<file path="src/rtl/core_pkg.sv">
// Shared definitions for the 16-bit core pipeline.
// Widths, ALU op codes and the ID/EX bundle.
package core_pkg;

    localparam int DATA_W = 16;
    localparam int REG_AW = 4;
    localparam int CTRL_W = 3;

    localparam logic [CTRL_W-1:0] ALU_ADD = 3'b000;
    localparam logic [CTRL_W-1:0] ALU_SUB = 3'b001;
    localparam logic [CTRL_W-1:0] ALU_AND = 3'b010;
    localparam logic [CTRL_W-1:0] ALU_OR  = 3'b011;
    localparam logic [CTRL_W-1:0] ALU_SLT = 3'b100;

    typedef struct packed {
        logic [DATA_W-1:0] a;
        logic [DATA_W-1:0] b;
        logic [DATA_W-1:0] store_data;
        logic [REG_AW-1:0] rd;
        logic [CTRL_W-1:0] alu_control;
        logic              reg_write;
        logic              mem_read;
        logic              mem_write;
    } id_ex_t;

endpackage

</file>
<file path="src/rtl/alu_operand_stage_if.sv">
// Decode-side, forwarding-source and ALU-side signals of the ID/EX stage.
// slave is the stage itself; master is whatever surrounds it.
interface alu_operand_stage_if;
    import core_pkg::*;

    logic              flush;
    logic              in_valid;
    logic              in_ready;
    logic [REG_AW-1:0] in_rs1;
    logic [REG_AW-1:0] in_rs2;
    logic [REG_AW-1:0] in_rd;
    logic [DATA_W-1:0] in_rs1_data;
    logic [DATA_W-1:0] in_rs2_data;
    logic [DATA_W-1:0] in_imm;
    logic              in_use_imm;
    logic              in_uses_rs1;
    logic              in_uses_rs2;
    logic [CTRL_W-1:0] in_alu_control;
    logic              in_reg_write;
    logic              in_mem_read;
    logic              in_mem_write;

    logic [DATA_W-1:0] alu_result;
    logic              mem_reg_write;
    logic [REG_AW-1:0] mem_rd;
    logic [DATA_W-1:0] mem_result;
    logic              wb_reg_write;
    logic [REG_AW-1:0] wb_rd;
    logic [DATA_W-1:0] wb_result;

    logic              out_valid;
    logic              out_ready;
    logic [DATA_W-1:0] alu_a;
    logic [DATA_W-1:0] alu_b;
    logic [CTRL_W-1:0] alu_control;
    logic [REG_AW-1:0] out_rd;
    logic              out_reg_write;
    logic              out_mem_read;
    logic              out_mem_write;
    logic [DATA_W-1:0] out_store_data;
    logic [15:0]       stall_count;

    modport slave (
        input  flush, in_valid, in_rs1, in_rs2, in_rd,
        input  in_rs1_data, in_rs2_data, in_imm, in_use_imm,
        input  in_uses_rs1, in_uses_rs2, in_alu_control,
        input  in_reg_write, in_mem_read, in_mem_write,
        input  alu_result, mem_reg_write, mem_rd, mem_result,
        input  wb_reg_write, wb_rd, wb_result, out_ready,
        output in_ready, out_valid, alu_a, alu_b, alu_control,
        output out_rd, out_reg_write, out_mem_read, out_mem_write,
        output out_store_data, stall_count
    );

    modport master (
        output flush, in_valid, in_rs1, in_rs2, in_rd,
        output in_rs1_data, in_rs2_data, in_imm, in_use_imm,
        output in_uses_rs1, in_uses_rs2, in_alu_control,
        output in_reg_write, in_mem_read, in_mem_write,
        output alu_result, mem_reg_write, mem_rd, mem_result,
        output wb_reg_write, wb_rd, wb_result, out_ready,
        input  in_ready, out_valid, alu_a, alu_b, alu_control,
        input  out_rd, out_reg_write, out_mem_read, out_mem_write,
        input  out_store_data, stall_count
    );

endinterface

</file>
<file path="src/rtl/forward_mux.sv">
// Priority operand select: EX, then MEM, then WB, then register file.
// Register 0 never forwards and always reads as zero.
module forward_mux
    import core_pkg::*;
(
    input  logic [REG_AW-1:0] rs,
    input  logic [DATA_W-1:0] rf_data,
    input  logic              ex_en,
    input  logic [REG_AW-1:0] ex_rd,
    input  logic [DATA_W-1:0] ex_data,
    input  logic              mem_en,
    input  logic [REG_AW-1:0] mem_rd,
    input  logic [DATA_W-1:0] mem_data,
    input  logic              wb_en,
    input  logic [REG_AW-1:0] wb_rd,
    input  logic [DATA_W-1:0] wb_data,
    output logic [DATA_W-1:0] data
);

    logic rs_nz;

    always_comb begin
        rs_nz = (rs != '0);
        data  = '0;
        if (ex_en && ex_rd == rs && rs_nz) begin
            data = ex_data;
        end else if (mem_en && mem_rd == rs && rs_nz) begin
            data = mem_data;
        end else if (wb_en && wb_rd == rs && rs_nz) begin
            data = wb_data;
        end else if (rs_nz) begin
            data = rf_data;
        end
    end

endmodule

</file>
<file path="src/rtl/alu_operand_stage.sv">
// ID/EX register in front of the ALU: operand forwarding,
// load-use stall detection and valid/ready on both sides.
module alu_operand_stage
    import core_pkg::*;
(
    input  logic           clk,
    input  logic           rst,
    alu_operand_stage_if.slave bus
);

    id_ex_t      out_q, out_d;
    logic        valid_q, valid_d;
    logic [15:0] stall_q, stall_d;

    logic              hazard;
    logic              in_ready;
    logic              capture;
    logic              out_fire;
    logic              rs1_hit;
    logic              rs2_hit;
    logic              ex_fwd_en;
    logic [DATA_W-1:0] fwd_rs1;
    logic [DATA_W-1:0] fwd_rs2;

    // A held load has no value yet, so it is never an EX source.
    assign ex_fwd_en = valid_q & out_q.reg_write & ~out_q.mem_read;

    forward_mux u_fwd_rs1 (
        .rs       (bus.in_rs1),
        .rf_data  (bus.in_rs1_data),
        .ex_en    (ex_fwd_en),
        .ex_rd    (out_q.rd),
        .ex_data  (bus.alu_result),
        .mem_en   (bus.mem_reg_write),
        .mem_rd   (bus.mem_rd),
        .mem_data (bus.mem_result),
        .wb_en    (bus.wb_reg_write),
        .wb_rd    (bus.wb_rd),
        .wb_data  (bus.wb_result),
        .data     (fwd_rs1)
    );

    forward_mux u_fwd_rs2 (
        .rs       (bus.in_rs2),
        .rf_data  (bus.in_rs2_data),
        .ex_en    (ex_fwd_en),
        .ex_rd    (out_q.rd),
        .ex_data  (bus.alu_result),
        .mem_en   (bus.mem_reg_write),
        .mem_rd   (bus.mem_rd),
        .mem_data (bus.mem_result),
        .wb_en    (bus.wb_reg_write),
        .wb_rd    (bus.wb_rd),
        .wb_data  (bus.wb_result),
        .data     (fwd_rs2)
    );

    always_comb begin
        rs1_hit  = bus.in_uses_rs1 && (bus.in_rs1 == out_q.rd);
        rs2_hit  = bus.in_uses_rs2 && (bus.in_rs2 == out_q.rd);
        hazard   = bus.in_valid & valid_q & out_q.mem_read
                 & out_q.reg_write & (out_q.rd != '0)
                 & (rs1_hit | rs2_hit);
        out_fire = valid_q & bus.out_ready;
        in_ready = ~bus.flush & ~hazard & (~valid_q | bus.out_ready);
        capture  = bus.in_valid & in_ready;
    end

    always_comb begin
        out_d   = out_q;
        valid_d = valid_q;
        if (bus.flush) begin
            valid_d = 1'b0;
        end else if (capture) begin
            valid_d           = 1'b1;
            out_d.a           = fwd_rs1;
            out_d.b           = bus.in_use_imm ? bus.in_imm : fwd_rs2;
            out_d.store_data  = fwd_rs2;
            out_d.rd          = bus.in_rd;
            out_d.alu_control = bus.in_alu_control;
            out_d.reg_write   = bus.in_reg_write;
            out_d.mem_read    = bus.in_mem_read;
            out_d.mem_write   = bus.in_mem_write;
        end else if (out_fire) begin
            valid_d = 1'b0;
        end
        // Counts regardless of flush; saturates rather than wraps.
        stall_d = stall_q;
        if (hazard && stall_q != 16'hFFFF) begin
            stall_d = stall_q + 16'd1;
        end
    end

    always_ff @(posedge clk or posedge rst) begin
        if (rst) begin
            out_q   <= '0;
            valid_q <= 1'b0;
            stall_q <= '0;
        end else begin
            out_q   <= out_d;
            valid_q <= valid_d;
            stall_q <= stall_d;
        end
    end

    assign bus.in_ready       = in_ready;
    assign bus.out_valid      = valid_q;
    assign bus.alu_a          = out_q.a;
    assign bus.alu_b          = out_q.b;
    assign bus.alu_control    = out_q.alu_control;
    assign bus.out_rd         = out_q.rd;
    assign bus.out_reg_write  = out_q.reg_write;
    assign bus.out_mem_read   = out_q.mem_read;
    assign bus.out_mem_write  = out_q.mem_write;
    assign bus.out_store_data = out_q.store_data;
    assign bus.stall_count    = stall_q;

endmodule

</file>
<file path="src/flat_wrapper.sv">
// flat-port wrapper written by rule: the top's interface ports become plain ports
module alu_operand_stage_flat import core_pkg::*;
  (clk, rst, bus_flush, bus_in_valid, bus_in_rs1, bus_in_rs2, bus_in_rd, bus_in_rs1_data, bus_in_rs2_data, bus_in_imm, bus_in_use_imm, bus_in_uses_rs1, bus_in_uses_rs2, bus_in_alu_control, bus_in_reg_write, bus_in_mem_read, bus_in_mem_write, bus_alu_result, bus_mem_reg_write, bus_mem_rd, bus_mem_result, bus_wb_reg_write, bus_wb_rd, bus_wb_result, bus_out_ready, bus_in_ready, bus_out_valid, bus_alu_a, bus_alu_b, bus_alu_control, bus_out_rd, bus_out_reg_write, bus_out_mem_read, bus_out_mem_write, bus_out_store_data, bus_stall_count);
  alu_operand_stage_if bus_i ();
  input  logic clk;
  input  logic rst;
  input wire logic [$bits(bus_i.flush)-1:0] bus_flush;
  input wire logic [$bits(bus_i.in_valid)-1:0] bus_in_valid;
  input wire logic [$bits(bus_i.in_rs1)-1:0] bus_in_rs1;
  input wire logic [$bits(bus_i.in_rs2)-1:0] bus_in_rs2;
  input wire logic [$bits(bus_i.in_rd)-1:0] bus_in_rd;
  input wire logic [$bits(bus_i.in_rs1_data)-1:0] bus_in_rs1_data;
  input wire logic [$bits(bus_i.in_rs2_data)-1:0] bus_in_rs2_data;
  input wire logic [$bits(bus_i.in_imm)-1:0] bus_in_imm;
  input wire logic [$bits(bus_i.in_use_imm)-1:0] bus_in_use_imm;
  input wire logic [$bits(bus_i.in_uses_rs1)-1:0] bus_in_uses_rs1;
  input wire logic [$bits(bus_i.in_uses_rs2)-1:0] bus_in_uses_rs2;
  input wire logic [$bits(bus_i.in_alu_control)-1:0] bus_in_alu_control;
  input wire logic [$bits(bus_i.in_reg_write)-1:0] bus_in_reg_write;
  input wire logic [$bits(bus_i.in_mem_read)-1:0] bus_in_mem_read;
  input wire logic [$bits(bus_i.in_mem_write)-1:0] bus_in_mem_write;
  input wire logic [$bits(bus_i.alu_result)-1:0] bus_alu_result;
  input wire logic [$bits(bus_i.mem_reg_write)-1:0] bus_mem_reg_write;
  input wire logic [$bits(bus_i.mem_rd)-1:0] bus_mem_rd;
  input wire logic [$bits(bus_i.mem_result)-1:0] bus_mem_result;
  input wire logic [$bits(bus_i.wb_reg_write)-1:0] bus_wb_reg_write;
  input wire logic [$bits(bus_i.wb_rd)-1:0] bus_wb_rd;
  input wire logic [$bits(bus_i.wb_result)-1:0] bus_wb_result;
  input wire logic [$bits(bus_i.out_ready)-1:0] bus_out_ready;
  output wire logic [$bits(bus_i.in_ready)-1:0] bus_in_ready;
  output wire logic [$bits(bus_i.out_valid)-1:0] bus_out_valid;
  output wire logic [$bits(bus_i.alu_a)-1:0] bus_alu_a;
  output wire logic [$bits(bus_i.alu_b)-1:0] bus_alu_b;
  output wire logic [$bits(bus_i.alu_control)-1:0] bus_alu_control;
  output wire logic [$bits(bus_i.out_rd)-1:0] bus_out_rd;
  output wire logic [$bits(bus_i.out_reg_write)-1:0] bus_out_reg_write;
  output wire logic [$bits(bus_i.out_mem_read)-1:0] bus_out_mem_read;
  output wire logic [$bits(bus_i.out_mem_write)-1:0] bus_out_mem_write;
  output wire logic [$bits(bus_i.out_store_data)-1:0] bus_out_store_data;
  output wire logic [$bits(bus_i.stall_count)-1:0] bus_stall_count;
  assign bus_i.flush = bus_flush;
  assign bus_i.in_valid = bus_in_valid;
  assign bus_i.in_rs1 = bus_in_rs1;
  assign bus_i.in_rs2 = bus_in_rs2;
  assign bus_i.in_rd = bus_in_rd;
  assign bus_i.in_rs1_data = bus_in_rs1_data;
  assign bus_i.in_rs2_data = bus_in_rs2_data;
  assign bus_i.in_imm = bus_in_imm;
  assign bus_i.in_use_imm = bus_in_use_imm;
  assign bus_i.in_uses_rs1 = bus_in_uses_rs1;
  assign bus_i.in_uses_rs2 = bus_in_uses_rs2;
  assign bus_i.in_alu_control = bus_in_alu_control;
  assign bus_i.in_reg_write = bus_in_reg_write;
  assign bus_i.in_mem_read = bus_in_mem_read;
  assign bus_i.in_mem_write = bus_in_mem_write;
  assign bus_i.alu_result = bus_alu_result;
  assign bus_i.mem_reg_write = bus_mem_reg_write;
  assign bus_i.mem_rd = bus_mem_rd;
  assign bus_i.mem_result = bus_mem_result;
  assign bus_i.wb_reg_write = bus_wb_reg_write;
  assign bus_i.wb_rd = bus_wb_rd;
  assign bus_i.wb_result = bus_wb_result;
  assign bus_i.out_ready = bus_out_ready;
  assign bus_in_ready = bus_i.in_ready;
  assign bus_out_valid = bus_i.out_valid;
  assign bus_alu_a = bus_i.alu_a;
  assign bus_alu_b = bus_i.alu_b;
  assign bus_alu_control = bus_i.alu_control;
  assign bus_out_rd = bus_i.out_rd;
  assign bus_out_reg_write = bus_i.out_reg_write;
  assign bus_out_mem_read = bus_i.out_mem_read;
  assign bus_out_mem_write = bus_i.out_mem_write;
  assign bus_out_store_data = bus_i.out_store_data;
  assign bus_stall_count = bus_i.stall_count;
  alu_operand_stage u_core (.clk(clk), .rst(rst), .bus(bus_i));
endmodule
</file>
<file path="config.mk">
export PLATFORM = sky130hd
export DESIGN_NAME = alu_operand_stage_flat
export DESIGN_NICKNAME = d
export VERILOG_FILES = /design/src/rtl/core_pkg.sv /design/src/rtl/alu_operand_stage_if.sv /design/src/rtl/forward_mux.sv /design/src/rtl/alu_operand_stage.sv /design/src/flat_wrapper.sv
export SDC_FILE = /design/constraint.sdc
export NUM_CORES = 1
export LEC_CHECK = 0
export BUFFER_PORTS_ARGS = -buffer_cell sky130_fd_sc_hd__buf_2
export CAP_MARGIN = 10
export CORE_ASPECT_RATIO = 1.5
export CORE_MARGIN = 5
export CORE_UTILIZATION = 48
export CTS_CLUSTER_DIAMETER = 50
export CTS_CLUSTER_SIZE = 25
export DETAILED_ROUTE_END_ITERATION = 8
export PLACE_DENSITY = 0.92
export REMOVE_ABC_BUFFERS = 1
export SYNTH_ARGS = -nofsm -noshare
export SYNTH_HDL_FRONTEND = slang
export SYNTH_SLANG_ARGS = --single-unit
</file>
<file path="constraint.sdc">
create_clock -name clk -period 2.62 [get_ports clk]
set_clock_uncertainty 0.05 [all_clocks]
set_input_delay 0.131 -clock clk [delete_from_list [all_inputs] [get_ports clk]]
set_output_delay 0.131 -clock clk [all_outputs]
set_load 0.01 [all_outputs]
</file>
Word level (Yosys, flattened, before mapping)

Cells that the tools add are included.

Bitwise logic cells: 17
Add/subtract/negate cells: 1
Reductions and logical operators: 20
Eq/ne operators: 9
Multiplexer cells: 12

Operators by type and width:

| operator              | count |
|---|---|
| $mux 16               | 9 |
| $eq 4x4->1            | 8 |
| $add 16x1->16 const B | 1 |
| $ne 16x16->1 const B  | 1 |
| $logic_and 1x1->1     | 15 |
| $reduce_bool 4->1     | 3 |
| $and 1x1->1           | 11 |
| $not 1->1             | 4 |
| $mux 1                | 3 |
| $reduce_bool 3->1     | 1 |
| $or 1x1->1            | 2 |
| $reduce_and 2->1      | 1 |

Input bits: 132
Register bits after elaboration: 75
Logic and storage cells: 69
Output and inout port bits: 76

Longest topological paths before layout

Gate-level depths: netlist of run 1.

Depth in word-level cells: 11
Mapped depth: 9
Depth with buffers taken out: 6

Hierarchy

Synthesis of run 1 repeated with hierarchy kept, for this count alone.

Cell total of the unflattened synthesis: 463
Area total of the unflattened synthesis: 4948.5 sq um

By module, submodules not included:

| module            | times used | seq. area each (sq um) | area an instance (sq um) | cells an instance |
|---|---|---|---|---|
| alu_operand_stage | 1          | 1876.8                 | 3387.0                   | 239 |
| forward_mux       | 2          | 0.0                    | 780.7                    | 112 |

Least setup slack after synthesis of run 1

OpenSTA, ideal clock, no wires.

Kind: flip-flop to flip-flop
Start point: register u_core.out_q (netlist bit u_core.bus.out_rd[0])
End point: register u_core.out_q (netlist bit u_core.bus.alu_control[1])
Arrival: 2.109 ns
Required time: 2.445 ns
Path slack: 0.336 ns
Library setup time: 0.125 ns
Clock period less this slack: 2.284 ns
Stages on the path, launching flop included: 8
Buffers on the path: 2
Cells stage by stage: dfrtp_1 > or4_1 > nand3_1 > o22ai_2 > and4bb_2 > buf_4 > buf_6 > mux2_2

Longest elaborated chain between the ends: 9
Elaborated cells on any way between the ends: 13
Classes of those cells: eq/ne: 2; bitwise: 7; reduce/logical: 4

Ends and longest elaborated chain:

| element                                     | RTL line                                         | source |
|---|---|---|
| start, declared                             | alu_operand_stage.sv:11                          | `id_ex_t out_q, out_d;` |
| start signal, assigned                      | alu_operand_stage.sv:100                         | `out_q <= out_d;` |
| $eq 4x4->1, on equally long branches        | alu_operand_stage.sv:59, alu_operand_stage.sv:60 |  |
| $logic_and 1x1->1, on equally long branches | alu_operand_stage.sv:59, alu_operand_stage.sv:60 |  |
| $or 1x1->1                                  | alu_operand_stage.sv:63                          | `& (rs1_hit \| rs2_hit);` |
| $and 1x1->1 *                               | alu_operand_stage.sv:63                          |  |
| $not 1->1 *                                 | alu_operand_stage.sv:65                          | `in_ready = ~bus.flush & ~hazard & (~valid_q \| bus.out_ready);` |
| $and 1x1->1 * (2 in a row)                  | alu_operand_stage.sv:65                          |  |
| $and 1x1->1 *                               | alu_operand_stage.sv:66                          | `capture = bus.in_valid & in_ready;` |
| $reduce_and 2->1 (no line) *                | n/a                                              |  |

Mark *: on every way between the ends. The rest lies on a longest branch, timed or not.
A chain may end at the register's enable or synchronous reset.

Final worst setup path of run 1

Start point: register u_core.out_q (netlist bit u_core.bus.out_rd[0])
End point: register u_core.out_q (netlist bit u_core.bus.alu_control[2])

Same word-level chain as after synthesis.

==> impl_metrics.env, run 1 <==
export IMPL_min_period_over_period_pct=93.9
export IMPL_slowest_stage="or4_1"
export IMPL_ys_warn_count=0
export IMPL_rsz0062_at_grt="false"
export IMPL_ys_flop_type="dfrtp_1"
export IMPL_io_buffers=207
export IMPL_rows=44
export IMPL_grt_total_usage_pct=28.1
export IMPL_ys_ff_latch=75
export IMPL_die_h_um=132
export IMPL_cell_internal_pwr_uw=2450
export IMPL_setup_violations=0
export IMPL_clock_fmax_mhz=407
export IMPL_p_leak_uw=0.00272
export IMPL_cts_max_level=3
export IMPL_min_delay_path_class="in -> reg"
export IMPL_dieArea_um2=12000
export IMPL_seq_area_um2=1880
export IMPL_relSlewSlack_pct=52.2
export IMPL_hold_violations=0
export IMPL_p_sw_uw=1180
export IMPL_fin_util_pct=64.8
export IMPL_end_kind="flop"
export IMPL_startpoint_type="flop"
export IMPL_path_class="reg -> reg"
export IMPL_drtIter0Drc=410
export IMPL_max_cap_violations=0
export IMPL_power_density_nw_per_um2=579
export IMPL_synth_top_area_cell="dfrtp_1"
export IMPL_seq_area_frac_synth_pct=39.5
export IMPL_ys_top_cells_by_area="dfrtp_1 (40%), mux2_2 (6.4%), a21oi_1 (5.1%)"
export IMPL_cp_arrival_ns=2.63
export IMPL_syn_avg_cell_area_um2=9.22
export IMPL_wl_per_cell_um=20.8
export IMPL_drc=0
export IMPL_grt_pass1_wl_mm=27.4
export IMPL_cts_resized=0
export IMPL_grt_ovfl_total=0
export IMPL_fill_cells=777
export IMPL_area_delta_synth_final_pct=32.2
export IMPL_path_delay_family="simple AND/OR/NAND/NOR gates"
export IMPL_diodes=0
export IMPL_wirelength_mm=17.4
export IMPL_layout_drive_gt1_share_pct=39.3
export IMPL_initial_core_util_pct=49.0
export IMPL_ioPinCount=208
export IMPL_vias_per_cell=6.23
export IMPL_path_cells="or4_1 -> nand3_1 -> o22ai_2 -> and4bb_4 -> buf_12 -> mux2_2"
export IMPL_netlist_area_leader_share_pct=39.5
export IMPL_grt_max_degree=49
export IMPL_multi_input_area_um2=2610
export IMPL_p_seq_share_pct=40.0
export IMPL_cts_tree="yes"
export IMPL_critical_path_max_fanout=47
export IMPL_ir_worst_vdd_uv=372
export IMPL_firstDrtPassIters=5
export IMPL_async_flop_share_pct=100
export IMPL_syn_inst=515
export IMPL_fp_dieW_um=91.2
export IMPL_critPathRequiredTime_ns=2.79
export IMPL_placeableCoreArea_um2=9690
export IMPL_antenna_found_initial=0
export IMPL_worst_pin_slew_ns=0.713
export IMPL_dpl_hpwl_mm=12.7
export IMPL_worst_path_buf_inv=1
export IMPL_cts_root_buffer="clkbuf_16"
export IMPL_power_share_clock_pct=32.8
export IMPL_max_stage_delay_ns=0.59
export IMPL_grt_pass1_vias=5511
export IMPL_ant_nets=0
export IMPL_synth_enable_flop_cells=0
export IMPL_clk_pin_slew_worst_paths_ns=0.07
export IMPL_synth_cell_types=45
export IMPL_swShare_pct=32.5
export IMPL_nNetsFinal=849
export IMPL_syn_area_um2=4750
export IMPL_p_comb_share_pct=27.3
export IMPL_numCtsBuffers=9
export IMPL_status="complete, no violations"
export IMPL_place_congestion=0.861
export IMPL_clockBufferDepth=2
export IMPL_vias=5208
export IMPL_finalMaxSlewViolations=0
export IMPL_clk_latency_ns=0.34
export IMPL_tns_ns=0
export IMPL_period_needed_ns=2.46
export IMPL_cts_sinks=75
[layout by cell type (no fill, tap or decap), types with 21 or more instances in the layout]
cell / instances
nand4_1: 21
a21oi_1: 48
xnor2_1: 22
nand2_1: 53
nor3_1: 26
dfrtp_1: 75
nor2_1: 23
mux2_2: 27
buf_2: 207
[worst reg2reg max path: stages, from the launching register on]
cell	delay, ns
dfrtp_1	0.44
or4_1	0.59
nand3_1	0.13
o22ai_2	0.11
and4bb_4	0.40
buf_12	0.23
mux2_2	0.39
[area by class of cell]
cell class                      instances  share of cell area, %
Tap cell                              115                   2.29
Inverter                                6                  0.379
Timing Repair Buffer                  237                   21.4
Multi-Input combinational cell        387                   41.6
Clock buffer                            9                   3.59
Clock inverter                          7                  0.937
Sequential cell                        75                   29.9
[cell usage after synthesis, types with 2 or more instances]
cell type and n:
buf_6 6, nor4_1 5, inv_1 6, or3_1 4, mux2_2 27, nand2b_1 2, a32oi_1 16, a21oi_1 48
o221ai_1 16, nor2_1 23, xor2_1 15, a311o_1 12, o21ai_0 16, buf_4 8, nor3_1 29, nand3_1 7
a31oi_1 16, dfrtp_1 75, xnor2_1 22, o22a_1 16, and2_1 2, buf_2 12, nand2_1 53, nor2b_1 16
nand4_1 21, a311o_2 4, clkbuf_1 20
[state kept, by name, summed over array words and instances, names as in the netlist]
register,count
u_core.bus.alu_a,16
u_core.bus.out_valid,1
u_core.bus.stall_count,16
u_core.bus.out_rd,4
u_core.bus.out_reg_write,1
u_core.bus.out_mem_write,1
u_core.bus.out_mem_read,1
u_core.bus.out_store_data,16
u_core.bus.alu_control,3
u_core.bus.alu_b,16
[per-stage QoR]
stage          power, µW  worst slack (ns)  std cells  instance area, µm²  hold WS [ns]
3_3_place_gp        2390             0.280        808                5870         0.173
3_5_place_dp        2440             0.238        808                5870         0.192
5_1_grt             3800             0.105        836                6280        0.0133
2_1_floorplan       1940             -1.38        468                4480         0.178
4_1_cts             3640             0.180        836                6280       0.00196
6_report            3630             0.160        836                6280        0.0116
[path summary, 6_finish.rpt]
check,slack [ns],depth (start not counted),end,startpoint
max in group asynchronous,1.50,4,u_core.bus.out_rd[1],rst
hold / removal,0.01,3,u_core.bus.out_store_data[3],bus_alu_result[3]
hold reg to reg,0.45,1,u_core.bus.stall_count[11],u_core.bus.stall_count[11]
min in group asynchronous,0.37,3,u_core.bus.alu_control[1],rst
setup / recovery,0.16,6,u_core.bus.alu_control[2],u_core.bus.out_rd[0]
setup reg to reg,0.16,6,u_core.bus.alu_control[2],u_core.bus.out_rd[0]
[power groups by stage]
stage                     registers, µW  clock network, µW  logic, µW
after global placement             1450                  0        933
after global routing               1480               1260       1070
final                              1450               1190        990
after floorplan                    1540                  0        406
after detailed placement           1470                  0        966
after CTS                          1450               1200        986
[cell families (layout without fill, tap and decap cells)]
group	Yosys count	in the layout	synth area share, %
and+or+nand+nor	171	171	18.0
AOI/OAI and AO/OA	151	151	22.9
DFF	75	75	39.5
buffers and inverters	53	259	6.11
xor gates and xnor gates	37	37	6.82
muxes	27	27	6.40
adders and majority gates	1	1	0.263
[metal layers]
metal  global-route usage [%]  vias up  routed length [µm]
met3                     9.25       62                1760
met5                        0        -                   0
met2                     49.8      331                9010
met1                     29.0     2480                5900
li1                         -     2335                   -
met4                     14.3        0                 720
[what timing repair did]
action / CTS / global route
endpoints found under the hold margin: 46 / 0
setup buffers: 0 / 0
hold buffers: 12 / 0
(Power assumes the default switching activity.)
==> run 2, diff against run 1 <==
--- a/config.mk
+++ b/config.mk
@@ -8,7 +8,7 @@
 export BUFFER_PORTS_ARGS = -buffer_cell sky130_fd_sc_hd__buf_2
 export CAP_MARGIN = 10
 export CORE_ASPECT_RATIO = 1.5
-export CORE_MARGIN = 5
+export CORE_MARGIN = 2
 export CORE_UTILIZATION = 48
 export CTS_CLUSTER_DIAMETER = 50
 export CTS_CLUSTER_SIZE = 25
==> constraint.sdc (replaced) <==
create_clock -name clk -period 2.62 [get_ports clk]
set_clock_uncertainty 0.05 [all_clocks]
set_input_delay 0.131 -clock clk [delete_from_list [all_inputs] [get_ports clk]]
set_output_delay 0.131 -clock clk [all_outputs]
set_load 0.05 [all_outputs]
==> impl_metrics.env, run 2 (synthesis results as in run 1) <==
export IMPL_die_h_um=126
export IMPL_grt_ovfl_total=0
export IMPL_layout_commonest_cell="buf_2"
export IMPL_numCtsBuffers=9
export IMPL_top_usage_layer="met2"
export IMPL_placeableCoreArea_um2=9630
export IMPL_max_stage_delay_ns=0.57
export IMPL_wirelength_mm=16.4
export IMPL_globalRouteMet3Util_pct=7.01
export IMPL_rsz0062_at_grt="false"
export IMPL_startpoint_type="flop"
export IMPL_power_density_nw_per_um2=675
export IMPL_finalMaxSlewViolations=0
export IMPL_fp_dieW_um=85.2
export IMPL_dieArea_um2=10700
export IMPL_drtIter0Drc=468
export IMPL_grt_pass1_wl_mm=26.0
export IMPL_firstDrtPassIters=6
export IMPL_fin_ws_ns=0.138
export IMPL_period_needed_ns=2.48
export IMPL_ioPinCount=208
export IMPL_whs_path_depth=3
export IMPL_initial_core_util_pct=49.3
export IMPL_setup_violations=0
export IMPL_ff2ff_path_depth=6
export IMPL_cts_tree="yes"
export IMPL_cts_sinks=75
export IMPL_cp_depth=6
export IMPL_ant_nets=0
export IMPL_fill_cells=759
export IMPL_nNetsFinal=850
export IMPL_status="complete, no violations"
export IMPL_min_period_over_period_pct=94.7
export IMPL_max_cap_violations=0
export IMPL_worst_pin_slew_ns=1.27
export IMPL_cts_root_buffer="clkbuf_16"
export IMPL_mostFrequentLayoutCells="buf_2 (207), dfrtp_1 (75), nand2_1 (53)"
export IMPL_dpl_hpwl_mm=11.8
export IMPL_hold_violations=0
export IMPL_grt_total_usage_pct=30.4
export IMPL_diodes=0
export IMPL_grt_max_degree=51
export IMPL_clockBufferDepth=2
export IMPL_rows=44
export IMPL_path_class="reg -> reg"
export IMPL_drc=0
export IMPL_end_kind="flop"
export IMPL_cp_arrival_ns=2.65
export IMPL_ir_worst_vdd_uv=455
export IMPL_pre_cts_ws_ns=0.160
export IMPL_path_cells="or4_1 -> nand3_1 -> o22ai_2 -> and4bb_4 -> buf_12 -> mux2_2"
export IMPL_clk_pin_slew_worst_paths_ns=0.06
export IMPL_worst_path_buf_inv=1
export IMPL_hold_slack_ns=0.0174
export IMPL_critical_path_max_fanout=36
export IMPL_path_delay_family="simple AND/OR/NAND/NOR gates"
export IMPL_wl_per_cell_um=19.6
export IMPL_seq_area_um2=1880
export IMPL_relSlewSlack_pct=14.8
export IMPL_grt_pass1_vias=5423
export IMPL_place_congestion=0.919
export IMPL_cts_max_level=3
export IMPL_min_delay_path_class="in -> reg"
export IMPL_critPathRequiredTime_ns=2.78
export IMPL_io_buffers=207
export IMPL_vias_per_cell=6.26
export IMPL_clk_latency_ns=0.33
export IMPL_p_leak_uw=0.00274
export IMPL_area_delta_synth_final_pct=32.6
export IMPL_layout_drive_gt1_share_pct=39.3
export IMPL_slowest_stage="or4_1"
export IMPL_multi_input_area_um2=2610
export IMPL_grt_use_met1_pct=34.2
export IMPL_vias=5238
export IMPL_grtUsageMet2_pct=50.7
export IMPL_antenna_found_initial=0
export IMPL_clock_fmax_mhz=403
## run 2: per-layer routing
layer  up-vias  part of all wire, %  routed length (µm)
met4         0                  5.3                 871
met1      2470                   35                5820
li1       2332                    -                   -
met3        84                  9.2                1510
met2       352                   50                8230
met5         -                    0                   0
## run 2: final timing paths
| kind | from | to | slack (ns) |
|---|---|---|---|
| worst max-delay path | u_core.bus.out_rd[0] | u_core.bus.out_rd[1] | 0.14 |
| worst min-delay path | bus_alu_result[12] | u_core.bus.out_store_data[12] | 0.02 |
| worst max register to register | u_core.bus.out_rd[0] | u_core.bus.out_rd[1] | 0.14 |
| worst min register to register | u_core.bus.stall_count[11] | u_core.bus.stall_count[11] | 0.45 |
| max in group asynchronous | rst | u_core.bus.alu_a[12] | 1.34 |
| min in group asynchronous | rst | u_core.bus.stall_count[6] | 0.44 |
## run 2: worst register-to-register path, cell delays in order (launching register included)
cell and delay [ns]:
dfrtp_1 0.43, or4_1 0.57, nand3_1 0.12, o22ai_2 0.12, and4bb_4 0.48, buf_12 0.23, mux2_2 0.37
## run 2: cell type report
cell class	instances	area share (%)
Clock inverter	6	1.15
Multi-Input combinational cell	387	41.4
Sequential cell	75	29.8
Timing Repair Buffer	238	21.2
Tap cell	115	2.28
Inverter	6	0.377
Clock buffer	10	3.79
## run 2: where the power goes
part	switching, µW	internal (µW)
clock	498	771
sequential	114	1330
combinational	1070	466
total	1680	2570
## run 2: timing repair
item,CTS,global route
resized for setup,0,0
buffers inserted,0,0
hold endpoints to repair,59,0
setup endpoints to repair,0,0
hold buffers,12,0
## run 2: per-stage QoR
stage | utilization [%] | total power (µW) | instances | setup TNS (ns) | cell area, µm²
final | 65.4 | 4250 | 837 | 0 | 6300
after global routing | 65.4 | 4410 | 837 | 0 | 6300
after CTS | 65.4 | 4260 | 837 | 0 | 6300
after detailed placement | 60.9 | 2980 | 809 | 0 | 5870
after global placement | 60.9 | 2930 | 809 | 0 | 5870
after floorplan | - | 2480 | 468 | -62.84 | 4480
